## config.mk

```make
export PLATFORM = sky130hd
export DESIGN_NAME = mcu_tx_scheduler_flat
export DESIGN_NICKNAME = d
export VERILOG_FILES = /design/src/rtl/mcu_tx_scheduler_if.sv /design/src/rtl/mcu_tx_scheduler.sv /design/src/flat_wrapper.sv
export SDC_FILE = /design/constraint.sdc
export NUM_CORES = 1
export LEC_CHECK = 0
export BUFFER_PORTS_ARGS = -buffer_cell sky130_fd_sc_hd__buf_2
export CORE_MARGIN = 2
export CORE_UTILIZATION = 30
export CTS_CLUSTER_DIAMETER = 50
export CTS_CLUSTER_SIZE = 14
export DETAILED_ROUTE_END_ITERATION = 8
export SYNTH_ARGS = -nofsm -noshare
export SYNTH_HDL_FRONTEND = slang
export SYNTH_SLANG_ARGS = --single-unit
export TNS_END_PERCENT = 100
```

## constraint.sdc

```tcl
create_clock -name fpga_sck -period 2.49 [get_ports fpga_sck]
set_input_delay 0.1245 -clock fpga_sck [delete_from_list [all_inputs] [get_ports fpga_sck]]
set_output_delay 0.1245 -clock fpga_sck [all_outputs]
set_load 0.1 [all_outputs]
```

## src/rtl/mcu_tx_scheduler_if.sv

```systemverilog
// MCU TX scheduler bus: write side, MCU frame enable and shift-register controls.
// master = producer/MCU side, slave = scheduler.
interface mcu_tx_scheduler_if #(
  parameter int DEPTH = 4
);
  localparam int CW = $clog2(DEPTH) + 1;

  logic          wr_en;
  logic [15:0]   wr_data;
  logic          mcu_ce;
  logic          full;
  logic [CW-1:0] count;
  logic          load;
  logic [15:0]   data_load;
  logic          transmit;
  logic          mcu_irq;

  modport master (
    output wr_en, wr_data, mcu_ce,
    input  full, count, load, data_load, transmit, mcu_irq
  );

  modport slave (
    input  wr_en, wr_data, mcu_ce,
    output full, count, load, data_load, transmit, mcu_irq
  );
endinterface

```

## src/rtl/mcu_tx_scheduler.sv

```systemverilog
// MCU TX scheduler: word FIFO feeding an SPI shift register, paced by MCU frames.
// Optional macro MCU_TX_IRQ_EN drives mcu_irq while a word is armed; else it is 0.
module mcu_tx_scheduler #(
  parameter int DEPTH = 4
) (
  input logic             fpga_sck,
  input logic             reset,
  mcu_tx_scheduler_if.slave bus
);
  localparam int AW = $clog2(DEPTH);
  localparam int CW = $clog2(DEPTH) + 1;

  typedef enum logic [1:0] {
    IDLE  = 2'd0,
    LOAD  = 2'd1,
    ARMED = 2'd2,
    BUSY  = 2'd3
  } state_t;

  state_t        r_state;
  state_t        w_nxt;
  logic [15:0]   r_mem [DEPTH];
  logic [AW-1:0] r_wptr;
  logic [AW-1:0] r_rptr;
  logic [CW-1:0] r_count;
  logic [15:0]   r_data;
  logic          r_load;
  logic          r_tx;
  logic          r_irq;
  logic          r_ce_m;
  logic          r_ce_s;
  logic          r_ce_d;
  logic          w_full;
  logic          w_pop;
  logic          w_push;
  logic          w_rise;
  logic          w_fall;

  assign w_full = (r_count == CW'(DEPTH));
  assign w_rise = r_ce_s & ~r_ce_d;
  assign w_fall = ~r_ce_s & r_ce_d;
  assign w_pop  = (r_state == IDLE) && (r_count != '0) && !r_ce_s;
  assign w_push = bus.wr_en && (!w_full || w_pop);

  // Bring mcu_ce into the fpga_sck domain and keep a delayed copy for edges.
  always_ff @(posedge fpga_sck or posedge reset) begin
    if (reset) begin
      r_ce_m <= 1'b0;
      r_ce_s <= 1'b0;
      r_ce_d <= 1'b0;
    end else begin
      r_ce_m <= bus.mcu_ce;
      r_ce_s <= r_ce_m;
      r_ce_d <= r_ce_s;
    end
  end

  // FIFO storage; contents are don't-care until written.
  always_ff @(posedge fpga_sck) begin
    if (w_push) r_mem[r_wptr] <= bus.wr_data;
  end

  // FIFO pointers and occupancy; a push with a pop leaves count unchanged.
  always_ff @(posedge fpga_sck or posedge reset) begin
    if (reset) begin
      r_wptr  <= '0;
      r_rptr  <= '0;
      r_count <= '0;
    end else begin
      if (w_push) r_wptr <= r_wptr + AW'(1);
      if (w_pop)  r_rptr <= r_rptr + AW'(1);
      unique case ({w_push, w_pop})
        2'b10:   r_count <= r_count + CW'(1);
        2'b01:   r_count <= r_count - CW'(1);
        default: r_count <= r_count;
      endcase
    end
  end

  // Head word is captured on the pop and held until the next pop.
  always_ff @(posedge fpga_sck or posedge reset) begin
    if (reset)      r_data <= '0;
    else if (w_pop) r_data <= r_mem[r_rptr];
  end

  // State register plus registered outputs decoded from the next state.
  always_ff @(posedge fpga_sck or posedge reset) begin
    if (reset) begin
      r_state <= IDLE;
      r_load  <= 1'b0;
      r_tx    <= 1'b0;
      r_irq   <= 1'b0;
    end else begin
      r_state <= w_nxt;
      r_load  <= (w_nxt == LOAD);
      r_tx    <= (w_nxt == ARMED) || (w_nxt == BUSY);
`ifdef MCU_TX_IRQ_EN
      r_irq   <= (w_nxt == ARMED);
`else
      r_irq   <= 1'b0;
`endif
    end
  end

  // Next state: pop only between frames, ignore a falling ce while armed.
  always_comb begin
    w_nxt = r_state;
    unique case (r_state)
      IDLE:    if (w_pop)  w_nxt = LOAD;
      LOAD:    w_nxt = ARMED;
      ARMED:   if (w_rise) w_nxt = BUSY;
      BUSY:    if (w_fall) w_nxt = IDLE;
      default: w_nxt = IDLE;
    endcase
  end

  assign bus.full      = w_full;
  assign bus.count     = r_count;
  assign bus.load      = r_load;
  assign bus.data_load = r_data;
  assign bus.transmit  = r_tx;
  assign bus.mcu_irq   = r_irq;
endmodule

```

## src/flat_wrapper.sv

```systemverilog
// flat-port wrapper written by rule: the top's interface ports become plain ports
module mcu_tx_scheduler_flat 
#(
  parameter int DEPTH = 4
)
  (fpga_sck, reset, bus_wr_en, bus_wr_data, bus_mcu_ce, bus_full, bus_count, bus_load, bus_data_load, bus_transmit, bus_mcu_irq);
  mcu_tx_scheduler_if #(.DEPTH(DEPTH)) bus_i ();
  input logic fpga_sck;
  input logic reset;
  input wire logic [$bits(bus_i.wr_en)-1:0] bus_wr_en;
  input wire logic [$bits(bus_i.wr_data)-1:0] bus_wr_data;
  input wire logic [$bits(bus_i.mcu_ce)-1:0] bus_mcu_ce;
  output wire logic [$bits(bus_i.full)-1:0] bus_full;
  output wire logic [$bits(bus_i.count)-1:0] bus_count;
  output wire logic [$bits(bus_i.load)-1:0] bus_load;
  output wire logic [$bits(bus_i.data_load)-1:0] bus_data_load;
  output wire logic [$bits(bus_i.transmit)-1:0] bus_transmit;
  output wire logic [$bits(bus_i.mcu_irq)-1:0] bus_mcu_irq;
  assign bus_i.wr_en = bus_wr_en;
  assign bus_i.wr_data = bus_wr_data;
  assign bus_i.mcu_ce = bus_mcu_ce;
  assign bus_full = bus_i.full;
  assign bus_count = bus_i.count;
  assign bus_load = bus_i.load;
  assign bus_data_load = bus_i.data_load;
  assign bus_transmit = bus_i.transmit;
  assign bus_mcu_irq = bus_i.mcu_irq;
  mcu_tx_scheduler #(.DEPTH(DEPTH)) u_core (.fpga_sck(fpga_sck), .reset(reset), .bus(bus_i));
endmodule
```

**Word-level counts from Yosys, hierarchy flattened**

Memory sizes are Yosys's and may differ from the RTL's. A register that Yosys moved wholly into a read port is not among the register bits.
Index checks and enable logic that the tools add are counted.

- Register bits: 14
- RAM bits: 64
- Input port bits: 20
- Output and inout port bits: 23
- Logic and storage cells: 44
- Memories kept: 1

Memories:

| memory | words | bits a word | rd ports | clocked after memory_dff | write ports | RTL line | RTL |
|---|---|---|---|---|---|---|---|
| u_core.r_mem | 4 | 16 | 1 | 1 | 1 | mcu_tx_scheduler.sv:22 | `logic [15:0] r_mem [DEPTH];` |

- Add/subtract/negate cells: 4
- Equality and inequality tests: 9
- Mux-type cells: 7
- Bitwise operators: 4
- Reductions and logical operators: 10

Operators by type and width:

| kind | number |
|---|---|
| $eq 2x2->1 const B | 5 |
| $pmux 2 s4 | 1 |
| $eq 2x1->1 const B | 3 |
| $mux 2 | 3 |
| $pmux 3 s2 | 1 |
| $add 2x1->2 const B | 2 |
| $add 3x1->3 const B | 1 |
| $eq 3x3->1 const B | 1 |
| $logic_and 1x1->1 | 3 |
| $reduce_bool 3->1 | 1 |
| $sub 3x1->3 const B | 1 |
| $and 1x1->1 | 2 |
| $logic_not 1->1 | 2 |
| $logic_not 2->1 | 1 |
| $logic_or 1x1->1 | 2 |
| $mux 1 | 2 |
| $not 1->1 | 2 |
| $reduce_bool 2->1 | 1 |

**Logic depth before layout (Yosys ltp)**

- Depth after elaboration: 7
- Gate-level depth with buffers: 9
- Gate-level depth less buffers: 8

**Worst setup path after synthesis**

No wires, ideal clock.

- Path kind: reg2reg
- From: reg u_core.r_state[1]
- To: reg u_core.r_count[1] (netlist: u_core.bus.count[1])
- Arrival: 2.616 ns
- Data required time: 2.410 ns
- Setup slack: -0.205 ns
- Cell stages (with the launch flop): 10
- Cell sequence: dfrtp_1 -> or3_4 -> a21oi_4 -> buf_6 -> nand2b_1 -> fa_1 -> inv_1 -> o221ai_1 -> a31oi_1 -> a2bb2oi_1

- Longest elaborated chain between the ends: 7

Ends and longest elaborated chain:

| element | RTL line | RTL |
|---|---|---|
| start: declaration | mcu_tx_scheduler.sv:20 | `state_t r_state;` |
| start signal: assignment | mcu_tx_scheduler.sv:94 | `r_state <= w_nxt;` |
| $logic_not 2->1 * | mcu_tx_scheduler.sv:42 | `assign w_pop = (r_state == IDLE) && (r_count != '0) && !r_ce_s;` |
| $logic_and 1x1->1 * (2 in series) | mcu_tx_scheduler.sv:42 |  |
| $logic_or 1x1->1 | mcu_tx_scheduler.sv:43 | `assign w_push = bus.wr_en && (!w_full \|\| w_pop);` |
| $logic_and 1x1->1 | mcu_tx_scheduler.sv:43 |  |
| $eq 2x1->1 or $eq 2x2->1 (tied branches) | mcu_tx_scheduler.sv:72 | `unique case ({w_push, w_pop})` |
| $pmux 3 s2 or $reduce_bool 2->1 (tied branches) | n/a |  |
| end signal: assignment | mcu_tx_scheduler.sv:73 | `2'b10: r_count <= r_count + CW'(1);` |
| end signal: assignment | mcu_tx_scheduler.sv:74 | `2'b01: r_count <= r_count - CW'(1);` |
| end signal: assignment | mcu_tx_scheduler.sv:75 | `default: r_count <= r_count;` |
| end: declaration | mcu_tx_scheduler.sv:25 | `logic [CW-1:0] r_count;` |

Every way passes the cells marked *; elsewhere a longest branch is shown, timed or not.
A chain may end at the register's enable or synchronous reset.

**Worst setup path after layout**

Same ends and word-level chain as after synthesis.

==> summary.md <==
| Metric | Value |
|---|---|
| Max Buffers Root-to-Sink | `2` |
| Max-slew headroom | `41.6%` |
| F_max | `474 MHz` |
| Critical-path cell list | `or3_4 > a21oi_4 > nand2b_1 > fa_1 > inv_1 > o221ai_1 > a31oi_1 > a2bb2oi_1` |
| Final Hold Vio Count | `0` |
| Synth top area share | `52.2%` |
| Core ar. | `0.0120 mm²` |
| First-pass GRT wire length | `9790 µm` |
| Global route total overflow | `0` |
| Final TNS setup | `0 ns` |
| Mapped Nets | `208` |
| Setup CP Type | `flop to flop` |
| CTS Buf Count | `9` |
| Vias per cell | `4.47` |
| Syn Area/Cell | `20.1 µm²` |
| Initial Utilization | `30.6%` |
| Hpwl dp | `4050 µm` |
| Die height | `115 µm` |
| Sequential share of the synthesized area | `71.9%` |
| Yosys reg bits | `93` |
| Number of remaining DRC errors | `0` |
| Critical Path RT | `2.74 ns` |
| Yosys warns | `0` |
| Diodes inserted | `0` |
| Status | `completed` |
| Vias in the first global route | `1843` |
| Clock skew | `0.00715 ns` |
| Die area | `0.0132 mm²` |
| RSZ-0062 raised after global routing | `no` |
| Worst setup SP type | `flop` |
| Routability cong. | `0.706` |
| Fin crit period | `2.11 ns` |
| Clk root buf | `clkbuf_16` |
| CP endpoint kind | `flop` |
| Clk sink count | `93` |
| Initial DRC count | `91` |
| Arr. time, crit path | `2.36 ns` |
| Hold Path Class | `input pin to flop` |
| Synthesized area | `0.00368 mm²` |
| Clk slew on worst S/H paths | `0.07 ns` |
| CTS H-tree depth | `3` |
| Via count | `1740` |
| Max_cap viols | `0` |
| IO Pins | `43` |
| Layout Nets | `262` |
| GRT Overall Usage | `10.1%` |
| Die W | `115 µm` |
| DRT Pass-1 Iters | `4` |
| Synthesized instance count | `183` |
| Max-slew violations | `0` |
| Fin crit share | `84.7%` |
| Area Overhead vs Synth | `19.0%` |
| Site row count | `40` |
| Worst Path Buf+Inv | `1` |
| Delay of the slowest critical-path stage | `0.45 ns` |
| Setup Buffers After CTS | `0` |
| Initial antenna violation count | `1` |
| Worst path top cell family by delay | `compound AO/OA/AOI/OAI gates` |
| Wire length per cell | `16.0 µm` |
| Worst-margin pin slew | `0.875 ns` |
| Largest net degree at the start of global routing | `21` |
| Crit-path max FO | `6` |
| Synth area leader | `edfxtp_1` |
| # port buffers | `41` |
| Yosys cell types | `34` |
| Setup violations, final | `0` |
| TritonCTS clock tree | `built` |
| DRT antenna net count | `0` |
| Cell with the largest stage delay on the worst path | `fa_1` |
| Layout cells sized above 1 | `35.1%` |
| Clock Latency Late Sink | `0.33 ns` |
| Final Routed Wirelength | `6220 µm` |
| Synth top area cells | `edfxtp_1 52%, dfrtp_1 20%, mux4_1 11%` |
-- worst reg2reg max path, cell delays in order (launching register included) --
cell       delay, ns
dfrtp_2         0.44
or3_4           0.43
a21oi_4         0.13
nand2b_1        0.08
fa_1            0.45
inv_1           0.07
o221ai_1        0.10
a31oi_1         0.18
a2bb2oi_1       0.16
-- metal layers --
layer	part of all wire (%)	GRT usage, %	vias up	wire [µm]
met4	0.77	2.65	2	48
met5	0.21	0	-	13
li1	-	-	825	-
met1	42	12.0	864	2600
met2	51	17.2	42	3190
met3	5.8	4.27	7	362
-- flip-flops by register name (all words and copies together) (netlist names) --
register	flops
u_core.bus.load	1
u_core.bus.count	3
u_core.r_ce_d	1
u_core.r_wptr	2
u_core.r_state	2
u_core.r_ce_s	1
u_core.r_mem	64
u_core.bus.data_load	16
u_core.r_rptr	2
u_core.r_ce_m	1
-- stage by stage --
step | hold WS [ns] | utilization, % | cells | setup WS (ns) | cell area [µm²]
2_1_floorplan | 0.156 | - | 183 | 0.0378 | 3690
3_3_place_gp | 0.242 | 33.8 | 369 | 0.430 | 4060
3_5_place_dp | 0.242 | 33.8 | 369 | 0.405 | 4060
4_1_cts | 0.000170 | 36.3 | 387 | 0.369 | 4360
5_1_grt | 0.0000576 | 36.5 | 389 | 0.215 | 4380
6_report | 0.00754 | 36.5 | 389 | 0.380 | 4380
-- cell usage after synthesis, drive strengths merged --
library cell / number
a2bb2oi: 1
a31oi: 1
nand2b: 2
o221ai: 1
clkbuf: 2
ha: 4
nand3b: 1
mux4: 16
maj3: 1
inv: 9
a311o: 1
edfxtp: 64
buf: 6
nor3b: 1
conb: 1
and2: 4
nor3: 2
dfrtp: 29
nor2: 2
nand2: 2
o21a: 2
xor2: 2
fa: 1
xnor2: 3
nand4b: 1
or3: 1
o21ai: 2
a21oi: 1
o22ai: 1
o311ai: 1
mux2: 17
a21o: 1
-- repair_timing --
action                                 in CTS  in global routing
endpoints found under the hold margin      18                  5
hold buffers                                2                  2
resized for setup                           0                  0
-- cell usage in the layout (no fill, tap or decap), types with 3 or more instances in the layout --
cell           synthesis  layout
edfxtp_1              64      64
buf_2                  1      41
dfrtp_1               29      25
mux2_2                17      17
mux4_1                16      16
inv_1                  9       9
clkbuf_16              0       9
buf_4                  1       6
and2_1                 4       4
ha_1                   4       4
dlygate4sd3_1          0       4
dfrtp_2                0       4
xnor2_1                3       3
-- kinds of logic after synthesis --
kind of cell | share of synthesized area (%)
compound gates | 2.65
xor+xnor | 1.19
fa+ha+maj | 2.18
buf+inv | 2.69
flops | 71.9
mux | 16.6
other cells | 0.102
simple gates | 2.65
-- cell type report --
cell class                 instances  area, µm²
timing repair buffer              51        290
sequential                        93       2650
tap                              147        184
inverter                           9       33.8
clock buffer                      11        243
multi-input combinational         73        935
clock inverter                     5       41.3
fill                            1139       7630
-- worst paths after layout --
path                                       endpoint  cells past startpoint         startpoint  slack (ns)
hold / removal                   u_core.r_mem[1][7]                      1     bus_wr_data[7]       0.008
max in group asynchronous          u_core.r_rptr[1]                      4              reset        1.38
min in group asynchronous  u_core.bus.data_load[11]                      3              reset        0.45
hold reg to reg                       u_core.r_ce_s                      0      u_core.r_ce_m        0.35
setup / recovery                u_core.bus.count[1]                      8  u_core.r_state[1]        0.38
setup reg to reg                u_core.bus.count[1]                      8  u_core.r_state[1]        0.38
Power is not shown: default switching activity piles up to over one toggle a cycle in this logic, so the estimate is an artifact.
